### config.mk
export PLATFORM = sky130hd
export DESIGN_NAME = cpu_ctrl_fsm_flat
export DESIGN_NICKNAME = d
export VERILOG_FILES = /design/src/rtl/cpu_ctrl_pkg.sv /design/src/rtl/cpu_ctrl_fsm_if.sv /design/src/rtl/cpu_ctrl_wait_ctr.sv /design/src/rtl/cpu_ctrl_fsm.sv /design/src/flat_wrapper.sv
export SDC_FILE = /design/constraint.sdc
export NUM_CORES = 1
export LEC_CHECK = 0
export CORE_MARGIN = 4
export CORE_UTILIZATION = 26
export DETAILED_ROUTE_END_ITERATION = 10
export GPL_ROUTABILITY_DRIVEN = 0
export SLEW_MARGIN = 10
export SYNTH_ARGS = -nofsm -noshare
export SYNTH_HDL_FRONTEND = slang
export SYNTH_SLANG_ARGS = --single-unit
### constraint.sdc
create_clock -name clk -period 1.9 [get_ports clk]
set_input_delay 0.285 -clock clk [delete_from_list [all_inputs] [get_ports clk]]
set_output_delay 0.285 -clock clk [all_outputs]
set_load 0.01 [all_outputs]
### src/rtl/cpu_ctrl_pkg.sv
// Shared state encoding and instruction-type codes for the multicycle CPU control unit.
// The IRQ state member exists only when CPU_CTRL_IRQ_EN is defined.
package cpu_ctrl_pkg;

    localparam int unsigned STATE_W = 4;

    localparam logic [STATE_W-1:0] ST_FETCH   = 4'd0;
    localparam logic [STATE_W-1:0] ST_DECODE  = 4'd1;
    localparam logic [STATE_W-1:0] ST_EXEC    = 4'd2;
    localparam logic [STATE_W-1:0] ST_STORE   = 4'd3;
    localparam logic [STATE_W-1:0] ST_LOAD_RD = 4'd4;
    localparam logic [STATE_W-1:0] ST_LOAD_WB = 4'd5;
    localparam logic [STATE_W-1:0] ST_BRANCH  = 4'd6;
    localparam logic [STATE_W-1:0] ST_JUMP    = 4'd7;
    localparam logic [STATE_W-1:0] ST_HALT    = 4'd8;
    localparam logic [STATE_W-1:0] ST_IRQ     = 4'd9;

    typedef enum logic [STATE_W-1:0] {
        FETCH   = ST_FETCH,
        DECODE  = ST_DECODE,
        EXEC    = ST_EXEC,
        STORE   = ST_STORE,
        LOAD_RD = ST_LOAD_RD,
        LOAD_WB = ST_LOAD_WB,
        BRANCH  = ST_BRANCH,
        JUMP    = ST_JUMP,
`ifdef CPU_CTRL_IRQ_EN
        IRQ     = ST_IRQ,
`endif
        HALT    = ST_HALT
    } state_t;

    localparam int unsigned INSTR_RTYPE  = 0;
    localparam int unsigned INSTR_STORE  = 1;
    localparam int unsigned INSTR_LOAD   = 2;
    localparam int unsigned INSTR_BRANCH = 3;
    localparam int unsigned INSTR_JUMP   = 4;
    localparam int unsigned INSTR_HALT   = 5;

endpackage

### src/rtl/cpu_ctrl_fsm_if.sv
// Decoder-side inputs and datapath enables of the CPU control unit.
// master: the control FSM; slave: the datapath / decoder side.
interface cpu_ctrl_fsm_if #(
    parameter int unsigned TYPE_W = 3
);
    logic [TYPE_W-1:0] instr_type;
    logic              cond_true;
    logic              stall;
    logic              resume;
    logic              irq;

    logic pc_enable;
    logic pc_load;
    logic pc_vec_sel;
    logic ir_enable;
    logic r_enable;
    logic alu_bus_en;
    logic reg_read;
    logic wrt_bram_en;
    logic irq_ack;
    logic illegal;
    logic halted;

    modport master (
        input  instr_type, cond_true, stall, resume, irq,
        output pc_enable, pc_load, pc_vec_sel, ir_enable, r_enable, alu_bus_en, reg_read,
               wrt_bram_en, irq_ack, illegal, halted
    );

    modport slave (
        output instr_type, cond_true, stall, resume, irq,
        input  pc_enable, pc_load, pc_vec_sel, ir_enable, r_enable, alu_bus_en, reg_read,
               wrt_bram_en, irq_ack, illegal, halted
    );
endinterface

### src/rtl/cpu_ctrl_wait_ctr.sv
// Load-latency counter: cleared on LOAD_RD entry, done after MEM_LAT cycles of enable.
module cpu_ctrl_wait_ctr #(
    parameter int unsigned MEM_LAT = 1
) (
    input  logic clk,
    input  logic reset,
    input  logic clr,
    input  logic en,
    output logic done
);
    localparam int unsigned CNT_W = $clog2(MEM_LAT + 1);

    logic [CNT_W-1:0] cnt_q;

    always_ff @(posedge clk or negedge reset) begin
        if (!reset) begin
            cnt_q <= '0;
        end else if (clr) begin
            cnt_q <= '0;
        end else if (en) begin
            cnt_q <= cnt_q + CNT_W'(1);
        end
    end

    // done is high during the last of the MEM_LAT LOAD_RD cycles
    assign done = (cnt_q == CNT_W'(MEM_LAT - 1));

endmodule

### src/rtl/cpu_ctrl_fsm.sv
// Multicycle control FSM for the 16-bit CPU: fetch/decode/execute sequencing and datapath enables.
// Define CPU_CTRL_IRQ_EN to compile the interrupt-entry state.
module cpu_ctrl_fsm
    import cpu_ctrl_pkg::*;
#(
    parameter int unsigned TYPE_W  = 3,
    parameter int unsigned MEM_LAT = 1
) (
    input logic            clk,
    input logic            reset,
    cpu_ctrl_fsm_if.master bus
);
    state_t            state_q, state_d;
    logic              to_fetch;
    logic              ctr_clr, ctr_en, ctr_done;
    logic [TYPE_W-1:0] instr_type;

    logic pc_enable, pc_load, pc_vec_sel, ir_enable, r_enable, alu_bus_en;
    logic reg_read, wrt_bram_en, irq_ack, illegal, halted;

    assign instr_type = bus.instr_type;

    cpu_ctrl_wait_ctr #(
        .MEM_LAT(MEM_LAT)
    ) u_wait_ctr (
        .clk  (clk),
        .reset(reset),
        .clr  (ctr_clr),
        .en   (ctr_en),
        .done (ctr_done)
    );

    always_ff @(posedge clk or negedge reset) begin
        if (!reset) begin
            state_q <= FETCH;
        end else begin
            state_q <= state_d;
        end
    end

    always_comb begin
        state_d     = state_q;
        to_fetch    = 1'b0;
        ctr_clr     = 1'b0;
        ctr_en      = 1'b0;
        pc_enable   = 1'b0;
        pc_load     = 1'b0;
        pc_vec_sel  = 1'b0;
        ir_enable   = 1'b0;
        r_enable    = 1'b0;
        alu_bus_en  = 1'b0;
        reg_read    = 1'b0;
        wrt_bram_en = 1'b0;
        irq_ack     = 1'b0;
        illegal     = 1'b0;
        halted      = 1'b0;

        case (state_q)
            FETCH: begin
                ir_enable  = 1'b1;
                alu_bus_en = 1'b1;
                state_d    = DECODE;
            end
            DECODE: begin
                alu_bus_en = 1'b1;
                case (instr_type)
                    TYPE_W'(INSTR_RTYPE):  state_d = EXEC;
                    TYPE_W'(INSTR_STORE):  state_d = STORE;
                    TYPE_W'(INSTR_LOAD): begin
                        state_d = LOAD_RD;
                        ctr_clr = 1'b1;
                    end
                    TYPE_W'(INSTR_BRANCH): state_d = BRANCH;
                    TYPE_W'(INSTR_JUMP):   state_d = JUMP;
                    TYPE_W'(INSTR_HALT):   state_d = HALT;
                    default: begin
                        // Straight back to FETCH, never redirected to an interrupt
                        illegal = 1'b1;
                        state_d = FETCH;
                    end
                endcase
            end
            EXEC: begin
                pc_enable  = 1'b1;
                r_enable   = 1'b1;
                alu_bus_en = 1'b1;
                to_fetch   = 1'b1;
            end
            STORE: begin
                pc_enable   = 1'b1;
                reg_read    = 1'b1;
                wrt_bram_en = 1'b1;
                to_fetch    = 1'b1;
            end
            LOAD_RD: begin
                reg_read = 1'b1;
                if (ctr_done) begin
                    state_d = LOAD_WB;
                end else begin
                    ctr_en = 1'b1;
                end
            end
            LOAD_WB: begin
                pc_enable = 1'b1;
                r_enable  = 1'b1;
                reg_read  = 1'b1;
                to_fetch  = 1'b1;
            end
            BRANCH: begin
                pc_enable = 1'b1;
                pc_load   = bus.cond_true;
                to_fetch  = 1'b1;
            end
            JUMP: begin
                pc_enable = 1'b1;
                pc_load   = 1'b1;
                to_fetch  = 1'b1;
            end
            HALT: begin
                halted = 1'b1;
                if (bus.resume) begin
                    pc_enable = 1'b1;
                    state_d   = FETCH;
                end
`ifdef CPU_CTRL_IRQ_EN
                else if (bus.irq) begin
                    state_d = IRQ;
                end
`endif
            end
`ifdef CPU_CTRL_IRQ_EN
            IRQ: begin
                pc_enable  = 1'b1;
                pc_load    = 1'b1;
                pc_vec_sel = 1'b1;
                irq_ack    = 1'b1;
                state_d    = FETCH;
            end
`endif
            default: state_d = FETCH;
        endcase

        if (to_fetch) begin
            state_d = FETCH;
        end
`ifdef CPU_CTRL_IRQ_EN
        if (to_fetch && bus.irq) begin
            state_d = IRQ;
        end
`endif

        // Freeze: hold state and counter, suppress every side-effecting enable
        if (bus.stall) begin
            state_d     = state_q;
            ctr_clr     = 1'b0;
            ctr_en      = 1'b0;
            pc_enable   = 1'b0;
            ir_enable   = 1'b0;
            r_enable    = 1'b0;
            wrt_bram_en = 1'b0;
            irq_ack     = 1'b0;
            illegal     = 1'b0;
        end
    end

    assign bus.pc_enable   = pc_enable;
    assign bus.pc_load     = pc_load;
    assign bus.pc_vec_sel  = pc_vec_sel;
    assign bus.ir_enable   = ir_enable;
    assign bus.r_enable    = r_enable;
    assign bus.alu_bus_en  = alu_bus_en;
    assign bus.reg_read    = reg_read;
    assign bus.wrt_bram_en = wrt_bram_en;
    assign bus.irq_ack     = irq_ack;
    assign bus.illegal     = illegal;
    assign bus.halted      = halted;

endmodule

### src/flat_wrapper.sv
// flat-port wrapper written by rule: the top's interface ports become plain ports
module cpu_ctrl_fsm_flat import cpu_ctrl_pkg::*;
#(
    parameter int unsigned TYPE_W  = 3,
    parameter int unsigned MEM_LAT = 1
)
  (clk, reset, bus_instr_type, bus_cond_true, bus_stall, bus_resume, bus_irq, bus_pc_enable, bus_pc_load, bus_pc_vec_sel, bus_ir_enable, bus_r_enable, bus_alu_bus_en, bus_reg_read, bus_wrt_bram_en, bus_irq_ack, bus_illegal, bus_halted);
  cpu_ctrl_fsm_if #(.TYPE_W(TYPE_W)) bus_i ();
  input logic clk;
  input logic reset;
  input wire logic [$bits(bus_i.instr_type)-1:0] bus_instr_type;
  input wire logic [$bits(bus_i.cond_true)-1:0] bus_cond_true;
  input wire logic [$bits(bus_i.stall)-1:0] bus_stall;
  input wire logic [$bits(bus_i.resume)-1:0] bus_resume;
  input wire logic [$bits(bus_i.irq)-1:0] bus_irq;
  output wire logic [$bits(bus_i.pc_enable)-1:0] bus_pc_enable;
  output wire logic [$bits(bus_i.pc_load)-1:0] bus_pc_load;
  output wire logic [$bits(bus_i.pc_vec_sel)-1:0] bus_pc_vec_sel;
  output wire logic [$bits(bus_i.ir_enable)-1:0] bus_ir_enable;
  output wire logic [$bits(bus_i.r_enable)-1:0] bus_r_enable;
  output wire logic [$bits(bus_i.alu_bus_en)-1:0] bus_alu_bus_en;
  output wire logic [$bits(bus_i.reg_read)-1:0] bus_reg_read;
  output wire logic [$bits(bus_i.wrt_bram_en)-1:0] bus_wrt_bram_en;
  output wire logic [$bits(bus_i.irq_ack)-1:0] bus_irq_ack;
  output wire logic [$bits(bus_i.illegal)-1:0] bus_illegal;
  output wire logic [$bits(bus_i.halted)-1:0] bus_halted;
  assign bus_i.instr_type = bus_instr_type;
  assign bus_i.cond_true = bus_cond_true;
  assign bus_i.stall = bus_stall;
  assign bus_i.resume = bus_resume;
  assign bus_i.irq = bus_irq;
  assign bus_pc_enable = bus_i.pc_enable;
  assign bus_pc_load = bus_i.pc_load;
  assign bus_pc_vec_sel = bus_i.pc_vec_sel;
  assign bus_ir_enable = bus_i.ir_enable;
  assign bus_r_enable = bus_i.r_enable;
  assign bus_alu_bus_en = bus_i.alu_bus_en;
  assign bus_reg_read = bus_i.reg_read;
  assign bus_wrt_bram_en = bus_i.wrt_bram_en;
  assign bus_irq_ack = bus_i.irq_ack;
  assign bus_illegal = bus_i.illegal;
  assign bus_halted = bus_i.halted;
  cpu_ctrl_fsm #(.TYPE_W(TYPE_W), .MEM_LAT(MEM_LAT)) u_core (.clk(clk), .reset(reset), .bus(bus_i));
endmodule
Word-level counts from Yosys, hierarchy flattened
Index checks and enable logic that the tools add are counted.
{"block": "totals", "word_cells": 59, "output_inout_bits": 11, "in_bits": 9, "reg_bits": 5}
{"block": "op_classes", "eq_ne": 16, "reduce_logical": 9, "bitwise_logic": 1, "n_mux": 30, "addsub": 1}
{"op": "4-bit case mux with 6 select lines", "count": 1}
{"op": "1-bit two-way mux", "count": 23}
{"op": "4-bit case mux with 5 select lines", "count": 1}
{"op": "4-bit by 3-bit == test with 1-bit output (second input constant)", "count": 4}
{"op": "4-bit two-way mux", "count": 3}
{"op": "4-bit by 2-bit == test with 1-bit output (second input constant)", "count": 2}
{"op": "3-bit by 2-bit == test with 1-bit output (second input constant)", "count": 2}
{"op": "3-bit == test (second input constant)", "count": 2}
{"op": "3-bit by 2-bit inequality test with 1-bit output (second input constant)", "count": 2}
{"op": "3-bit OR reduction", "count": 2}
{"op": "6-bit OR reduction", "count": 1}
{"op": "5-bit OR reduction", "count": 1}
{"op": "4-bit by 1-bit == test with 1-bit output (second input constant)", "count": 1}
{"op": "4-bit == test (second input constant)", "count": 1}
{"op": "4-bit zero test", "count": 1}
{"op": "1-bit case mux with 2 select lines", "count": 2}
{"op": "4-bit AND reduction", "count": 1}
{"op": "3-bit by 1-bit == test with 1-bit output (second input constant)", "count": 1}
{"op": "3-bit zero test", "count": 1}
{"op": "2-bit by 1-bit inequality test with 1-bit output (second input constant)", "count": 1}
{"op": "2-bit nonzero test", "count": 1}
{"op": "2-bit OR reduction", "count": 1}
{"op": "1-bit adder (second input constant)", "count": 1}
{"op": "1-bit inverter", "count": 1}

Depth between registers and ports, before layout
Gate-level depths: netlist of the first run.
{"block": "logic_depth", "ltp_word": 5, "depth_mapped": 4, "depth_no_buf": 3}

Hierarchy
From an unflattened synthesis of the first run, not the netlist that was laid out.
{"block": "unflattened", "hier_cells": 60, "area_unflattened_um2": 500.5}
{"module": "cpu_ctrl_fsm", "seq_area_each_um2": 100.1, "area_each_um2": 459.2, "instances": 1, "cells_each": 56}
{"module": "cpu_ctrl_wait_ctr", "seq_area_each_um2": 25.0, "area_each_um2": 41.3, "instances": 1, "cells_each": 4}

Worst setup path after synthesis of the first run
Ideal clock, no wire load.
{"block": "synth_timing", "kind": "register -> output", "start": "reg u_core.state_q[1]", "end": "out bus_illegal", "required_ns": 1.615, "n_path_buf": 1, "stages_incl_launch_ff": 5, "setup_slack_ns": 0.312, "arrival_time_ns": 1.303, "cell_sequence": "dfrtp_1 -> buf_4 -> nor4b_4 -> nand2_1 -> nor3_1"}
{"block": "synth_via", "elab_chain_len": 3}
{"element": "start: declaration", "line": "cpu_ctrl_fsm.sv:13", "source": "state_t state_q, state_d;"}
{"element": "start signal: assignment", "line": "cpu_ctrl_fsm.sv:37", "source": "state_q <= state_d;"}
{"element": "4-bit by 1-bit == test with 1-bit output", "line": "cpu_ctrl_fsm.sv:58", "source": "case (state_q)"}
{"element": "1-bit two-way mux", "line": "cpu_ctrl_fsm.sv:58"}
{"element": "1-bit two-way mux", "line": "cpu_ctrl_fsm.sv:153", "source": "if (bus.stall) begin"}
{"element": "end: declaration", "line": "flat_wrapper.sv:25", "source": "output wire logic [$bits(bus_i.illegal)-1:0] bus_illegal;"}
No other way between the ends.

Worst setup path after layout of the first run
{"block": "layout_timing", "start": "reg u_core.state_q[0]", "end": "out bus_r_enable"}
{"block": "layout_via", "elab_chain_len": 4, "word_cells_on_any_way": 5, "cone_classes": "eq/ne (2); mux (2); reduce/logical (1)"}
{"element": "4-bit by 2-bit == test with 1-bit output or 4-bit by 3-bit == test with 1-bit output (tied branches)", "line": "cpu_ctrl_fsm.sv:58"}
{"element": "2-bit OR reduction (no line) *"}
{"element": "1-bit two-way mux *", "line": "cpu_ctrl_fsm.sv:58"}
{"element": "1-bit two-way mux *", "line": "cpu_ctrl_fsm.sv:153"}
{"element": "end: declaration", "line": "flat_wrapper.sv:20", "source": "output wire logic [$bits(bus_i.r_enable)-1:0] bus_r_enable;"}
Mark *: on every way between the ends. The rest lies on a longest branch, timed or not.

==> run_results.csv, run 1 <==
group,metric,value,unit
layout,fin_util,45.0,%
timing,worst_clock_skew,0.00240,ns
worst_setup_path,cp_max_fo,4,
yosys,yosysSeqAreaShare,24.7,%
layout,syn2layout_area_growth,58.3,%
global_routing,grt_pass1_wl,2110,um
flow_run,drv_cap,0,
layout,multi_input_area,324,um2
layout,final_nets,98,
worst_setup_path,cp.buffers_inverters,2,
yosys,synth.distinct_cells,29,
global_routing,grt-ovfl-total,0,
detailed_routing,vias,494,
yosys,async_flop_share,100,%
die,num_rows,15,
die,die_h,52.1,um
die,die_w,52.1,um
die,die_area,2720,um2
place,post-place-ws,-0.115,ns
yosys,synth_edf_count,0,
layout,drive_above_1_share,37.5,%
place,hpwl,1000,um
status,status,"finished clean",
timing,drv_slew,0,
power,p_leak,0.395,nW
clock_tree,cts.reportedPaths.clkPinSlew,0.04,ns
timing,fmax,563,MHz
die,start_util,28.4,%
timing,fin_tns_setup,0,ns
yosys,synth_area_leaders,"dfrtp_1, nor4b_4, buf_4",
timing,fin_crit_sh,93.5,%
worst_setup_path,cp.required,1.62,ns
worst_setup_path,slowest_delay,0.44,ns
clock_tree,cts_tree,"yes",
worst_setup_path,cp_top_family,"flip-flops",
worst_setup_path,startpoint_type,"flop",
worst_setup_path,cp_slowest_cell,"dfrtp_2",
worst_setup_path,arrival,1.49,ns
yosys,synth_cells,55,
global_routing,antenna_found_initial,0,
clock_tree,clockRootBuffer,"clkbuf_4",
detailed_routing,drtAntennaViolNets,0,
detailed_routing,viasPerCell,4.37,
clock_tree,clock_sinks,5,
yosys,avgSynthCellArea,9.21,um2
power,irDropWorstVdd,494,uV
yosys,netlist_area,507,um2
layout,stdcell_count,113,
timing,period_needed,1.78,ns
layout,regArea,129,um2
clock_tree,htreeDepth,1,
clock_tree,cts_max_path_buffers,2,
detailed_routing,wl_per_cell,11.2,um
detailed_routing,firstDrtPassIters,4,
worst_setup_path,crit_chain,"buf_4 -> nor3b_1 -> a21oi_1 -> nor3_1 -> dlygate4sd2_1",
layout,fill_cells,196,
global_routing,track_usage,10.4,%
detailed_routing,drc_errors,0,
place,dp_cells,104,
timing,rsz0062_at_grt,"no",
timing,hold_viol,0,
worst_setup_path,setup.worst_path.class,"flop to output pin",
yosys,synth_top_cell_by_area,"dfrtp_1",
yosys,ys_seq_elements,5,
detailed_routing,routed_wl,1260,um
yosys,synthFlopType,"dfrtp_1",
clock_tree,cts_buffers,3,
yosys,ys_warn_count,0,
global_routing,grt_pass1_vias,509,
timing,setup_viol,0,
clock_tree,clock_latency,0.24,ns
power,p_per_area,1290,nW/um2
detailed_routing,drtIter0Drc,5,
die,core_area,1780,um2
layout,num_antenna_cells,0,
place,numPortBuffers,16,
yosys,synth_top_area_share,24.7,%
global_routing,grt_max_degree,9,
worst_hold_path,hp-class,"input pin to async pin",
worst_setup_path,crit_path_end_kind,"output pin",
timing,fin_ws,0.124,ns
die,io_pins,20,
## routing by layer
| layer | wire (um) | part of all wire, % | global-route usage, % |
|---|---|---|---|
| met5 | 0 | 0 | 0 |
| met4 | 0 | 0 | 2.55 |
| met3 | 60 | 4.8 | 3.44 |
| met2 | 574 | 45 | 17.4 |
| met1 | 627 | 50 | 12.8 |
## area by class of cell
cell class,count,area share [%]
multi-input cells,41,40.4
repair buffers,35,34.9
flip-flops and latches,5,16.1
well taps,25,3.90
clock buffers,4,3.28
inverters,3,1.40
## logic make-up (layout without fill, tap and decap cells)
kind of cell | after synthesis | in the layout | share of synthesized area, %
mux | 3 | 3 | 6.42
simple gates | 21 | 21 | 33.1
compound gates | 13 | 13 | 19.5
other cells | 1 | 2 | 0.740
buf+inv | 10 | 42 | 12.1
xor+xnor | 2 | 2 | 3.46
flops | 5 | 5 | 24.7
## synth_stat cells (all sizes together), types with 2 or more instances
library cell and instances:
a21oi 3, a31oi 2, buf 6, dfrtp 5, inv 3, mux2 2
nand2 4, nor2 4, nor3 4, nor3b 2, nor4b 3, xor2 2
## worst paths after layout
| path | startpoint | endpoint | slack (ns) | cells after the start |
|---|---|---|---|---|
| max in group asynchronous | reset | u_core.state_q[3] | 1.42 | 1 |
| worst max register to register | u_core.state_q[2] | u_core.state_q[3] | 0.13 | 7 |
| worst min-delay path | reset | u_core.state_q[2] | 0.27 | 1 |
| worst max-delay path | u_core.state_q[0] | bus_r_enable | 0.12 | 5 |
| min in group clk | u_core.u_wait_ctr.cnt_q | u_core.u_wait_ctr.cnt_q | 0.55 | 1 |
| worst min register to register | u_core.u_wait_ctr.cnt_q | u_core.u_wait_ctr.cnt_q | 0.55 | 1 |
## cells in the final DEF (no fill, tap or decap)
cell             instances
inv_1                    3
clkdlybuf4s50_1          7
and4_1                   1
conb_1                   2
dlygate4sd2_1            6
nor3b_1                  2
buf_4                   19
nor4bb_1                 1
nor2b_1                  1
mux2_1                   2
a21oi_1                  3
a221oi_2                 1
nor2_1                   4
a2bb2oi_1                1
o211a_1                  1
o21a_1                   1
o21ba_2                  1
clkbuf_2                 3
mux2i_1                  1
clkbuf_1                 1
or3_1                    1
a31oi_1                  2
clkbuf_4                 3
o21ai_1                  1
xor2_1                   2
nand2_1                  4
dfrtp_1                  2
dfrtp_2                  3
a211oi_1                 1
nor4b_4                  3
a21o_1                   1
nor3_1                   4
## report_power, final
group          total [mW]  leakage, nW  switching (mW)  internal [mW]
clock network       0.122       0.0150          0.0431         0.0794
registers           0.188       0.0620          0.0415          0.146
logic               0.722        0.318           0.318          0.404
total                1.03        0.395           0.402          0.629
## worst reg2reg max path, delay by kind of cell (launching register included)
kind | cells | cell delay, ns
buf+inv | 4 | 0.49
flops | 1 | 0.38
compound gates | 1 | 0.37
mux | 1 | 0.37
simple gates | 1 | 0.04
## state kept, by name, summed over array words and instances (netlist names)
signal and cells:
u_core.state_q 4, u_core.u_wait_ctr.cnt_q 1
## metrics by stage
step                      cell area, um2  power, mW  hold WS, ns
final                                802       1.03        0.267
after global routing                 802       1.13        0.280
after CTS                            807       1.05        0.265
after detailed placement             757      0.897        0.526
after global placement               757      0.889        0.517
after floorplan                      510      0.614      -0.0106
## timing repair
| item | 4_1_cts | 5_1_grt |
|---|---|---|
| resized for setup | 13 | 5 |
| setup endpoints to repair | 9 | 3 |
| hold buffers | 0 | 0 |
| buffers inserted | 4 | 1 |
Power figures use the tool's default switching activity.
==> inputs of run 2 (changes only) <==
Settings changed: CTS_CLUSTER_DIAMETER from default to 100.
==> results of run 2 <==
Final layout, timing and power as in run 1 (identical DEF).
==> inputs of run 3 (changes only) <==
Settings changed: SLEW_MARGIN 10 to 30.
==> results of run 3 <==
Final layout, timing and power as in run 1 (identical DEF).
